**config.mk**
```make
export PLATFORM = sky130hd
export DESIGN_NAME = sonuc_bcd_cevirici_flat
export DESIGN_NICKNAME = d
export VERILOG_FILES = /design/src/rtl/sonuc_bcd_cevirici_if.sv /design/src/rtl/sonuc_bcd_cevirici.sv /design/src/flat_wrapper.sv
export SDC_FILE = /design/constraint.sdc
export NUM_CORES = 1
export LEC_CHECK = 0
export ABC_AREA = 1
export CELL_PAD_IN_SITES_DETAIL_PLACEMENT = 1
export CELL_PAD_IN_SITES_GLOBAL_PLACEMENT = 2
export CORE_MARGIN = 1.5
export CORE_UTILIZATION = 25
export CTS_CLUSTER_SIZE = 40
export DETAILED_ROUTE_END_ITERATION = 10
export GPL_TIMING_DRIVEN = 0
export PLACE_DENSITY_LB_ADDON = 0.2
export REMOVE_ABC_BUFFERS = 1
export SETUP_SLACK_MARGIN = 0.5
export SYNTH_ARGS = -nofsm -noshare
export SYNTH_HDL_FRONTEND = slang
export SYNTH_SLANG_ARGS = --single-unit
```
**constraint.sdc**
```tcl
create_clock -name clk -period 1.75 [get_ports clk]
set_input_delay 0.35 -clock clk [delete_from_list [all_inputs] [get_ports clk]]
set_output_delay 0.35 -clock clk [all_outputs]
set_load 0.01 [all_outputs]
```
**src/rtl/sonuc_bcd_cevirici_if.sv**
```systemverilog
`default_nettype none
// ============================================================================
// Module   : sonuc_bcd_cevirici_if
// Brief    : Result-in / BCD-out bus between the calculator stage and the
//            binary-to-BCD converter.
// Revision : 1.0 - initial release
// ============================================================================
interface sonuc_bcd_cevirici_if;
    logic [63:0] sonuc;
    logic        hazir;
    logic        gecerli;
    logic        tasma;
    logic [79:0] bcd;
    logic        isaret;
    logic        bcd_hazir;
    logic        hata;
    logic        mesgul;

    modport master (
        output sonuc, hazir, gecerli, tasma,
        input  bcd, isaret, bcd_hazir, hata, mesgul
    );

    modport slave (
        input  sonuc, hazir, gecerli, tasma,
        output bcd, isaret, bcd_hazir, hata, mesgul
    );
endinterface
`default_nettype wire

```
**src/rtl/sonuc_bcd_cevirici.sv**
```systemverilog
`default_nettype none
// ============================================================================
// Module   : sonuc_bcd_cevirici
// Brief    : Sequential 64-bit binary to 20-digit BCD converter (double dabble,
//            one bit per clock). Optional macro ISARET_DESTEK_EN enables
//            two's-complement input with sign output.
// Revision : 1.0 - initial release
// ============================================================================
module sonuc_bcd_cevirici (
    input  wire logic            clk,
    input  wire logic            rst,
    sonuc_bcd_cevirici_if.slave  bus
);
    localparam int C_DIGITS = 20;

    typedef enum logic [1:0] {
        BOS   = 2'd0,
        CEVIR = 2'd1,
        BITTI = 2'd2
    } state_t;

    state_t      r_state;
    state_t      w_state_next;
    logic        r_hazir_q;
    logic [6:0]  r_sayac;
    logic [63:0] r_bin;
    logic [79:0] r_bcd_work;
    logic        r_hata_work;
    logic [79:0] r_bcd;
    logic        r_hata;
    logic        r_bcd_hazir;

    logic        w_yakala;
    logic        w_hata_in;
    logic [63:0] w_buyukluk;
    logic [79:0] w_adj;
    logic [79:0] w_shift;

    // Capture only from BOS, so edges during CEVIR/BITTI are simply lost
    assign w_yakala  = (r_state == BOS) && bus.hazir && !r_hazir_q;
    assign w_hata_in = !bus.gecerli || bus.tasma;

`ifdef ISARET_DESTEK_EN
    logic r_isaret_work;
    logic r_isaret;
    assign w_buyukluk = bus.sonuc[63] ? (~bus.sonuc + 64'd1) : bus.sonuc;
    assign bus.isaret = r_isaret;
`else
    assign w_buyukluk = bus.sonuc;
    assign bus.isaret = 1'b0;
`endif

    for (genvar i = 0; i < C_DIGITS; i++) begin : g_digit
        assign w_adj[4*i +: 4] = (r_bcd_work[4*i +: 4] >= 4'd5) ?
                                 (r_bcd_work[4*i +: 4] + 4'd3) :
                                 r_bcd_work[4*i +: 4];
    end

    assign w_shift = {w_adj[78:0], r_bin[63]};

    always_comb begin
        w_state_next = r_state;
        case (r_state)
            BOS:     if (w_yakala) w_state_next = w_hata_in ? BITTI : CEVIR;
            CEVIR:   if (r_sayac == 7'd63) w_state_next = BITTI;
            BITTI:   w_state_next = BOS;
            default: w_state_next = BOS;
        endcase
    end

    always_ff @(posedge clk) begin
        if (rst) begin
            r_state       <= BOS;
            r_hazir_q     <= 1'b0;
            r_sayac       <= 7'd0;
            r_bin         <= '0;
            r_bcd_work    <= '0;
            r_hata_work   <= 1'b0;
            r_bcd         <= '0;
            r_hata        <= 1'b0;
            r_bcd_hazir   <= 1'b0;
`ifdef ISARET_DESTEK_EN
            r_isaret_work <= 1'b0;
            r_isaret      <= 1'b0;
`endif
        end else begin
            r_state     <= w_state_next;
            r_hazir_q   <= bus.hazir;
            r_bcd_hazir <= 1'b0;
            case (r_state)
                BOS: begin
                    if (w_yakala) begin
                        r_bin         <= w_buyukluk;
                        r_bcd_work    <= '0;
                        r_hata_work   <= w_hata_in;
                        r_sayac       <= 7'd0;
`ifdef ISARET_DESTEK_EN
                        r_isaret_work <= bus.sonuc[63] && !w_hata_in;
`endif
                    end
                end
                CEVIR: begin
                    r_bcd_work <= w_shift;
                    r_bin      <= {r_bin[62:0], 1'b0};
                    // Saturates at 63; the state change ends the run
                    if (r_sayac != 7'd63) r_sayac <= r_sayac + 7'd1;
                end
                BITTI: begin
                    r_bcd       <= r_hata_work ? '0 : r_bcd_work;
                    r_hata      <= r_hata_work;
                    r_bcd_hazir <= 1'b1;
                    r_sayac     <= 7'd0;
`ifdef ISARET_DESTEK_EN
                    r_isaret    <= r_isaret_work && !r_hata_work;
`endif
                end
                default: ;
            endcase
        end
    end

    assign bus.bcd       = r_bcd;
    assign bus.hata      = r_hata;
    assign bus.bcd_hazir = r_bcd_hazir;
    assign bus.mesgul    = (r_state != BOS);

endmodule
`default_nettype wire
```
**src/flat_wrapper.sv**
```systemverilog
// flat-port wrapper written by rule: the top's interface ports become plain ports
module sonuc_bcd_cevirici_flat 
  (clk, rst, bus_sonuc, bus_hazir, bus_gecerli, bus_tasma, bus_bcd, bus_isaret, bus_bcd_hazir, bus_hata, bus_mesgul);
  sonuc_bcd_cevirici_if bus_i ();
  input  wire logic clk;
  input  wire logic rst;
  input wire logic [$bits(bus_i.sonuc)-1:0] bus_sonuc;
  input wire logic [$bits(bus_i.hazir)-1:0] bus_hazir;
  input wire logic [$bits(bus_i.gecerli)-1:0] bus_gecerli;
  input wire logic [$bits(bus_i.tasma)-1:0] bus_tasma;
  output wire logic [$bits(bus_i.bcd)-1:0] bus_bcd;
  output wire logic [$bits(bus_i.isaret)-1:0] bus_isaret;
  output wire logic [$bits(bus_i.bcd_hazir)-1:0] bus_bcd_hazir;
  output wire logic [$bits(bus_i.hata)-1:0] bus_hata;
  output wire logic [$bits(bus_i.mesgul)-1:0] bus_mesgul;
  assign bus_i.sonuc = bus_sonuc;
  assign bus_i.hazir = bus_hazir;
  assign bus_i.gecerli = bus_gecerli;
  assign bus_i.tasma = bus_tasma;
  assign bus_bcd = bus_i.bcd;
  assign bus_isaret = bus_i.isaret;
  assign bus_bcd_hazir = bus_i.bcd_hazir;
  assign bus_hata = bus_i.hata;
  assign bus_mesgul = bus_i.mesgul;
  sonuc_bcd_cevirici u_core (.clk(clk), .rst(rst), .bus(bus_i));
endmodule
```
==> impl_metrics.yaml <==
outcome:
  status: "complete, no violations"
synth:
  ys.flop_type: "dfxtp_1"
  synth.mux.area_fraction_pct: 0
  ys_seq_area_share_pct: 44.14
  yosysTopAreaCell: "dfxtp_1"
  synth.top_cells.by_area: "dfxtp_1 44%, nand2_1 17%, a21oi_1 7.8%"
  synth_top_cell_area_share_pct: 44.14
  ys_ff_latch: 237
  synth_cell_types: 21
  synth_compound_area_share_pct: 18.31
  synth_top_family_by_area: "simple AND/OR/NAND/NOR gates"
  avgSynthCellArea_um2: 7.200
  synth-async-reset-ratio_pct: 0
  synth_edf_count: 0
  syn_inst: 1493
  synth_simple_gate_area_share_pct: 25.83
  synth_adder_area_share_pct: 4.772
  synthTopCellsByCount: "500 x nand2_1, 237 x dfxtp_1, 167 x a21oi_1"
  yosysWarnings: 0
  synth-xor-area-share_pct: 0
  yosysMostFrequentCell: "nand2_1"
  synth_area_mm2: 0.01075
clock_tree:
  htreeDepth: 1
  insertion_delay_ns: 0.57
  cts_buffers: 30
  clkTransAtPathRegs_ns: 0.06
  clk_path_buf_depth: 3
  cts_tree: "built"
  cts-root-buf: "clkbuf_16"
  cts_sinks: 237
  hold_buffers: 0
grt:
  antenna_found_initial: 4
  grt_pass1_vias: 11140
  track_usage_pct: 16.74
  grt_max_degree: 112
  overflow: 0
  grt_pass1_wl_um: 59690
timing:
  finalHoldViolations: 0
  slew_headroom_pct: 63.10
  finalCriticalPeriod_ns: 1.621
  rsz0062_at_grt: "yes"
  period_share_pct: 92.64
  worstMarginPinSlew_ns: 0.5535
  drv_slew: 0
  setup_violations: 0
  clock_skew_ns: 0.01699
  fmaxAchievable_mhz: 616.8
floorplanning:
  dieArea_mm2: 0.04425
  io-pin-count: 153
  die_h_um: 210.4
  start_util_pct: 25.45
  core-area_mm2: 0.04223
  rows: 75
  die_w_um: 210.4
setup_path:
  crit_arrival_ns: 2.10
  worstSetupPathType: "flip-flop to flip-flop"
  cp_max_fo: 7
  cp.required_ns: 2.23
  cp-start-kind: "flip-flop"
  worstSetupEndpointType: "flip-flop"
drt:
  drt_iter0_markers: 404
  via_per_inst: 4.856
  wl_per_cell_um: 17.76
  vias: 10859
  first_pass_iters: 5
  ant_nets: 0
  drt-total-wl_um: 39710
  drc_errors: 0
placed_design:
  placed_area_mm2: 0.01284
  routabilityCongestion: 0.7645
  io_buffers: 151
  dp_cells: 2107
  hpwl_um: 20370
layout:
  drive_gt1_share_pct: 13.57
  nFillCells: 5041
  finalCoreUtilization_pct: 36.68
  synthToLayoutAreaGrowth_pct: 44.09
  stdcell_count: 2236
  stdcell_area_mm2: 0.01549
  nets: 1783
hold_path:
  hold_path_class: "primary input to flip-flop"
power_and_ir_drop:
  power.leakage_uw: 0.006260
  vdd_ir_drop_max_mv: 0.5287
  p_per_area_mw_per_mm2: 917.0
flow_run:
  maxCapViolCount: 0
==> critical path, cell delays in order (launching register included) <==
cell and delay (ns):
dfxtp_4 0.36, buf_4 0.15, nor2_4 0.11, bufinv_16 0.19
nor2_4 0.15, buf_12 0.17, clkbuf_16 0.16, nand2_1 0.06
a21oi_1 0.16
==> power by group <==
part / switching [uW] / leakage, uW / internal (uW)
registers: 121 / 0.00193 / 5600
logic: 1120 / 0.00383 / 1030
clock network: 2500 / 0.000497 / 3840
==> registers in the layout, summed over array words and instances (netlist names) <==
register              cells
u_core.r_bin             64
u_core.bus.bcd_hazir      1
u_core.bus.hata           1
u_core.r_hata_work        1
u_core.r_bcd_work        80
u_core.bus.bcd           80
u_core.r_state            2
u_core.r_hazir_q          1
u_core.r_sayac            7
==> cell families after synthesis <==
family / count (synthesis)
and+or+nand+nor: 672
adders and majority gates: 41
other: 1
buffers and inverters: 184
DFF: 237
AOI/OAI and AO/OA: 358
==> cells in the final DEF, fill, tap and decap left out, drive strengths merged <==
cell type      instances
a21oi                167
a31oi                 63
buf                   61
bufbuf                 2
bufinv                 3
clkbuf                65
clkdlybuf4s15          3
clkdlybuf4s50         67
clkinv                 5
conb                   1
dfxtp                237
diode                  2
dlygate4sd2           79
ha                    41
inv                   98
nand2                503
nand3                 67
nand4                 60
nor2                  43
nor3                   2
o211ai                39
o21ai                 89
==> final timing paths <==
check | from | endpoint | slack (ns) | depth (start not counted)
hold reg to reg | u_core.bus.bcd[31] | u_core.bus.bcd[31] | 0.46 | 2
setup reg to reg | u_core.r_state[0] | u_core.bus.bcd[22] | 0.13 | 8
setup / recovery | u_core.r_state[0] | u_core.bus.bcd[22] | 0.13 | 8
hold / removal | rst | u_core.bus.bcd[79] | 0.21 | 2
==> metal layers <==
metal	GRT usage, %	part of all wire (%)	up-vias	wire, um
met4	4.838	2.2	4	865
met3	3.576	4.8	51	1907
met1	20.10	44	5223	17580
li1	-	-	5415	-
met5	0	0.065	-	26
met2	29.88	49	166	19330
==> per-stage QoR <==
step / setup TNS (ns) / setup slack (ns) / hold WS, ns / total power, uW
2_1_floorplan: -512.01 / -3.499 / 0.4191 / 6337
5_1_grt: 0 / 0.06760 / 0.2279 / 14830
3_5_place_dp: -258.38 / -1.862 / 0.4563 / 6981
6_report: 0 / 0.1287 / 0.2149 / 14200
4_1_cts: 0 / 0.1328 / 0.2107 / 14020
3_3_place_gp: -1657.36 / -9.196 / 0.4532 / 6864
==> final cells by class <==
cell class / count / area, um^2 / area share (%)
multi-input combinational: 1075 / 5648 / 36.47
sequential: 237 / 4766 / 30.77
timing repair buffer: 230 / 2948 / 19.03
clock buffer: 47 / 915.9 / 5.913
tap: 539 / 674.4 / 4.354
inverter: 96 / 417.9 / 2.698
clock inverter: 7 / 85.08 / 0.5493
timing repair inverter: 3 / 28.78 / 0.1858
antenna: 2 / 5.005 / 0.03231
==> repair_timing <==
item,in CTS,in global routing
resized for setup,152,133
pin swaps,4,13
hold endpoints to repair,0,0
setup buffers,24,8
cloned,20,21
setup endpoints to repair,318,319
Note: power is estimated with default switching activity, not from simulation.
